### src/rtl/rgb_proc_pipe.sv
// Streaming RGB pixel processor: eight colour modes latched at frame start,
// with sideband carried through a 2-stage elastic valid/ready pipeline.
module rgb_proc_pipe #(
    parameter int unsigned DataWidth = 8,
    parameter int unsigned Threshold = 2**(DataWidth-1)
) (
    input  logic                 clk_i,
    input  logic                 rst_ni,
    input  logic [2:0]           switch_i,
    input  logic [DataWidth-1:0] r_i,
    input  logic [DataWidth-1:0] g_i,
    input  logic [DataWidth-1:0] b_i,
    input  logic                 hsync_i,
    input  logic                 vsync_i,
    input  logic                 vde_i,
    input  logic                 valid_i,
    output logic                 ready_o,
    output logic [DataWidth-1:0] r_o,
    output logic [DataWidth-1:0] g_o,
    output logic [DataWidth-1:0] b_o,
    output logic                 hsync_o,
    output logic                 vsync_o,
    output logic                 vde_o,
    output logic                 valid_o,
    input  logic                 ready_i
);

    localparam int unsigned   DW     = DataWidth;
    localparam logic [DW-1:0] MaxVal = {DW{1'b1}};
    localparam logic [DW-1:0] ThrVal = DW'(Threshold);

    typedef struct packed {
        logic [DW-1:0] r;
        logic [DW-1:0] g;
        logic [DW-1:0] b;
        logic          hsync;
        logic          vsync;
        logic          vde;
    } pix_t;

    logic            w_acc;
    logic            w_s1_load;
    logic            w_s2_load;
    logic            w_mode_load;
    logic [2:0]      w_mode;
    logic [DW+1:0]   w_gray_sum;
    pix_t            w_pix;

    logic [2:0]      r_mode;
    logic            r_vs_prev;
    logic [DW-1:0]   r_prev_r;
    logic [DW-1:0]   r_prev_g;
    logic [DW-1:0]   r_prev_b;
    logic            r_prev_vld;
    pix_t            r_s1;
    pix_t            r_s2;
    logic            r_s1_vld;
    logic            r_s2_vld;

    function automatic logic [DW-1:0] f_thr(input logic [DW-1:0] c);
        return (c >= ThrVal) ? MaxVal : '0;
    endfunction

    function automatic logic [DW-1:0] f_avg(input logic [DW-1:0] c, input logic [DW-1:0] p,
                                            input logic pv);
        logic [DW:0] s;
        s = {1'b0, c} + {1'b0, p};
        return pv ? s[DW:1] : c;
    endfunction

    function automatic logic [DW-1:0] f_edge(input logic [DW-1:0] c, input logic [DW-1:0] p,
                                             input logic pv);
        if (!pv) return '0;
        return (c >= p) ? (c - p) : (p - c);
    endfunction

    // Handshake: S2 moves when empty or draining, S1 moves when empty or feeding S2
    assign w_s2_load   = !r_s2_vld || ready_i;
    assign w_s1_load   = !r_s1_vld || w_s2_load;
    assign ready_o     = w_s1_load;
    assign w_acc       = valid_i && w_s1_load;
    assign w_mode_load = w_acc && vsync_i && !r_vs_prev;
    assign w_mode      = w_mode_load ? switch_i : r_mode;

    // Pixel operation, evaluated on the incoming beat with the effective mode
    always_comb begin
        w_pix       = '0;
        w_pix.hsync = hsync_i;
        w_pix.vsync = vsync_i;
        w_pix.vde   = vde_i;
        w_gray_sum  = {2'b00, r_i} + {1'b0, g_i, 1'b0} + {2'b00, b_i};
        if (vde_i) begin
            case (w_mode)
                3'd0: begin w_pix.r = r_i;          w_pix.g = g_i;          w_pix.b = b_i;          end
                3'd1: begin w_pix.r = MaxVal - r_i; w_pix.g = MaxVal - g_i; w_pix.b = MaxVal - b_i; end
                3'd2: begin
                    w_pix.r = w_gray_sum[DW+1:2];
                    w_pix.g = w_gray_sum[DW+1:2];
                    w_pix.b = w_gray_sum[DW+1:2];
                end
                3'd3: begin w_pix.r = b_i;          w_pix.g = g_i;          w_pix.b = r_i;          end
                3'd4: begin w_pix.r = f_thr(r_i);   w_pix.g = f_thr(g_i);   w_pix.b = f_thr(b_i);   end
                3'd5: begin w_pix.r = r_i;          w_pix.g = '0;           w_pix.b = '0;           end
                3'd6: begin
                    w_pix.r = f_avg(r_i, r_prev_r, r_prev_vld);
                    w_pix.g = f_avg(g_i, r_prev_g, r_prev_vld);
                    w_pix.b = f_avg(b_i, r_prev_b, r_prev_vld);
                end
                3'd7: begin
                    w_pix.r = f_edge(r_i, r_prev_r, r_prev_vld);
                    w_pix.g = f_edge(g_i, r_prev_g, r_prev_vld);
                    w_pix.b = f_edge(b_i, r_prev_b, r_prev_vld);
                end
            endcase
        end
    end

    // Mode, vsync edge tracking and same-line pixel history
    always_ff @(posedge clk_i or negedge rst_ni) begin
        if (!rst_ni) begin
            r_mode     <= 3'd0;
            r_vs_prev  <= 1'b0;
            r_prev_r   <= '0;
            r_prev_g   <= '0;
            r_prev_b   <= '0;
            r_prev_vld <= 1'b0;
        end else if (w_acc) begin
            r_mode    <= w_mode;
            r_vs_prev <= vsync_i;
            if (vde_i) begin
                r_prev_r   <= r_i;
                r_prev_g   <= g_i;
                r_prev_b   <= b_i;
                r_prev_vld <= 1'b1;
            end else begin
                r_prev_vld <= 1'b0;
            end
        end
    end

    always_ff @(posedge clk_i or negedge rst_ni) begin
        if (!rst_ni) begin
            r_s1     <= '0;
            r_s2     <= '0;
            r_s1_vld <= 1'b0;
            r_s2_vld <= 1'b0;
        end else begin
            if (w_s1_load) begin
                r_s1_vld <= valid_i;
                if (valid_i) r_s1 <= w_pix;
            end
            if (w_s2_load) begin
                r_s2_vld <= r_s1_vld;
                if (r_s1_vld) r_s2 <= r_s1;
            end
        end
    end

    assign valid_o = r_s2_vld;
    assign r_o     = r_s2.r;
    assign g_o     = r_s2.g;
    assign b_o     = r_s2.b;
    assign hsync_o = r_s2.hsync;
    assign vsync_o = r_s2.vsync;
    assign vde_o   = r_s2.vde;

endmodule

### config.mk
export PLATFORM = sky130hd
export DESIGN_NAME = rgb_proc_pipe
export DESIGN_NICKNAME = d
export VERILOG_FILES = /design/src/rtl/rgb_proc_pipe.sv
export SDC_FILE = /design/constraint.sdc
export NUM_CORES = 1
export LEC_CHECK = 0
export ABC_CLOCK_PERIOD_IN_PS = 3760
export BUFFER_PORTS_ARGS = -buffer_cell sky130_fd_sc_hd__buf_2
export CORE_MARGIN = 8
export CORE_UTILIZATION = 39
export CTS_CLUSTER_DIAMETER = 120
export CTS_CLUSTER_SIZE = 20
export DETAILED_ROUTE_END_ITERATION = 7
export SLEW_MARGIN = 30
export SYNTH_ARGS = -nofsm -noshare
export SYNTH_HDL_FRONTEND = slang
export SYNTH_SLANG_ARGS = --single-unit
### constraint.sdc
create_clock -name clk_i -period 3.76 [get_ports clk_i]
set_input_delay 1.128 -clock clk_i [delete_from_list [all_inputs] [get_ports clk_i]]
set_output_delay 1.128 -clock clk_i [all_outputs]
set_load 0.05 [all_outputs]
==> impl_results.md <==
* Longest Clk Path Bufs at 2
* Skew final at 0.006516 ns
* Switch share at 44.78%
* Number of global-route vias before repair at 7787
* Die Width at 161.4 um
* Leading area contributor after synthesis: dfrtp_1
* Number of buffers created by CTS at 9
* P&R area growth vs syn at 20.16%
* EDFF count, synth at 0
* Ports at 63
* PwrDens at 491.8 mW/mm2
* Share of layout cells above drive strength 1 at 22.21%
* DRC violations left at 0
* Dpl hpwl at 22420 um
* CTS tree: built
* Max Cap Viol at 0
* Pins over their slew limit at 0
* Per-cell routed wire length at 19.81 um
* Flop pwr share at 26.3%
* Syn Inst Count at 998
* Post-synth ARST share at 100.0%
* HP Class: reg2reg
* Slew at the pin closest to its max-slew limit at 0.9478 ns
* Row count at 53
* Final Hold Fails at 0
* Cell Area, Synth at 0.008247 mm2
* Routed via count at 7964
* Syn nets at 1125
* Post_cts resized at 0
* Syn avg cell area at 8.263 um2
* Period minus WS final at 3.672 ns
* Post-synth cell types at 78
* Crit-path max cell delay at 0.55 ns
* Total die area at 0.02605 mm2
* Total negative slack at 0 ns
* Initial antenna violation count at 0
* Non-Filler Instances at 1414
* Slew headroom at 36.81%
* Commonest cells post-synth: nand2_1 (97), inv_1 (86), o21ai_0 (86), dfrtp_1 (83), ha_1 (76)
* Global-route wire length before repair at 44480 um
* Warnings from Yosys at 0
* DRT Wirelength at 28010 um
* Post-route antenna net violation count at 0
* Initial Util at 39.48%
* Worst-Skew Late Latency at 0.35 ns
* NumNets Final at 1261
* DP Cell Count at 1398
* Clock root cell: clkbuf_16
* First-iteration detailed-routing DRC count at 840
* Max frequency at 272.3 MHz
* H-tree levels at 3
* Power share of the clock group at 19.5%
* Tcrit/Tclk final at 97.66%
* Setup violators final at 0
* Pint at 2691 uW
* Most frequent cell after synthesis: nand2_1
* Critical path, cell by cell: buf_2 > inv_1 > fa_1 > nor3_1 > fa_2 > a21oi_2 > o21ai_1 > o311a_1 > o311a_1 > nor4_1 > a21oi_1 > or3_1
* Antenna Diode Count at 0
* First-pass DRT Iterations at 5
* Req. time, crit path at 3.99 ns
* Synth area leaders: dfrtp_1 (25%), ha_1 (12%), o21ai_0 (5.2%)
* Crit-path slowest cell: fa_1
* Sinks on Clock Net at 83
* LEAKAGE at 0.004723 uW
* Total gr overflow at 0
* Crit path DAT at 3.90 ns
* Peak VDD IR at 218.6 uV
* WS Path Type: in2reg
* Largest net degree at the start of global routing at 52
* Yosys reg bits at 83
* Vias per cell at 5.632
* Setup WS post-layout at 0.08781 ns
* Unrepaired setup endpoints after global routing: no
* Hold-fix buffers, CTS at 0
* # Post-CTS Setup Buffers at 0
* Worst path bufs/invs at 2
* Gr usage total at 21.61%
* Worst Setup End Kind: register
* Die Y at 161.4 um
* Startpoint types: input pin
* Post-synth top area share at 25.19%
* CTS clk-pin slew, worst paths at 0.07 ns
* Core ar. at 0.02089 mm2
* Primary FF master, synth: dfrtp_1
* DP Worst Slack at -0.2477 ns
* Top delay family on crit path: compound AO/OA/AOI/OAI gates
* Critical path peak fanout at 2
* Core Util, Final at 47.44%
* Register area share after synthesis at 25.19%
* Net load switching power at 2182 uW
* Input/output buffers at 62
* Final GP Congestion at 0.9563
* Cell mode on critical path: o311a_1
* Outcome: finished clean
* Comb pwr share at 54.3%
==> flip-flops by register name (all words and copies together) (netlist names) <==
signal,flops
r_prev_b,8
r_prev_vld,1
r_s1,25
hsync_o,1
r_prev_g,8
r_mode,3
r_s1_vld,1
r_vs_prev,1
b_o,8
g_o,8
valid_o,1
vsync_o,1
r_prev_r,8
r_o,8
vde_o,1
==> tightest hold or removal path: stages, from the launching register on <==
cell and delay (ns):
dfrtp_1 0.34, nand2_1 0.05, o31ai_1 0.05
==> power groups by stage <==
stage | registers [uW] | clock network (uW) | logic [uW]
finish | 1280 | 948 | 2640
global route | 1310 | 1010 | 2870
CTS | 1280 | 974 | 2620
detailed placement | 1300 | 0 | 2600
global placement | 1290 | 0 | 2590
floorplan | 1530 | 0 | 1460
==> area by class of cell <==
type	instances	area (um2)
sequential	83	2077
tap	275	344.1
timing repair buffer	178	1209
fill	2069	10980
clock inverter	6	70.07
inverter	87	326.6
multi-input combinational	775	5644
clock buffer	10	239.0
==> cells in the final DEF (no fill, tap or decap), drive strengths merged, types with 10 or more instances in the layout <==
cell type	count
o21ai	90
mux2	31
nand3	20
dfrtp	83
a31oi	13
nor2b	11
clkbuf	10
a21oi	64
xnor2	18
a21o	11
nor2	57
buf	178
nand2	97
inv	89
fa	17
and2	11
mux2i	26
a211oi	17
nand2b	16
o211ai	10
or3	15
nor3	21
ha	76
nor4	10
==> metrics by stage <==
stage / area [um2] / power, uW / hold WS, ns
after floorplan: 8253 / 2994 / 0.4417
after global placement: 9588 / 3882 / 0.4570
after detailed placement: 9588 / 3900 / 0.4661
after CTS: 9897 / 4869 / 0.4813
after global routing: 9910 / 5193 / 0.5002
final: 9910 / 4873 / 0.4774
==> worst paths after layout <==
kind / startpoint / to / slack (ns) / depth (start not counted)
worst max register to register: r_prev_b[0]$_DFFE_PN0P_ / r_s1[8]$_DFFE_PN0N_ / 0.81 / 10
min in group asynchronous: rst_ni / r_prev_b[4]$_DFFE_PN0P_ / 0.73 / 1
worst max-delay path: r_i[1] / r_s1[10]$_DFFE_PN0N_ / 0.09 / 12
worst min-delay path: r_s1[20]$_DFFE_PN0N_ / r_s1[20]$_DFFE_PN0N_ / 0.48 / 2
max in group asynchronous: rst_ni / r_prev_r[2]$_DFFE_PN0P_ / 2.37 / 2
worst min register to register: r_s1[20]$_DFFE_PN0N_ / r_s1[20]$_DFFE_PN0N_ / 0.48 / 2
==> kinds of logic (layout without fill, tap and decap cells) <==
logic type / after synthesis / in the layout / synth area share (%)
adder cells (fa/ha/maj): 93 / 93 / 15.66
buffers and inverters: 140 / 281 / 6.691
flip-flops: 83 / 83 / 25.19
AND/OR/NAND/NOR: 292 / 292 / 17.45
XOR/XNOR: 26 / 26 / 2.761
multiplexers: 57 / 57 / 7.389
AO/OA/AOI/OAI: 307 / 307 / 24.87
==> routing by layer <==
metal	vias up	part of all wire (%)	wire, um	track usage (%)
met5	-	0	0	0
met4	0	2.1	579	5.976
met3	38	7.0	1955	3.436
met2	264	45	12710	34.87
met1	3792	46	12760	29.37
li1	3870	-	-	-
(Power assumes the default switching activity.)
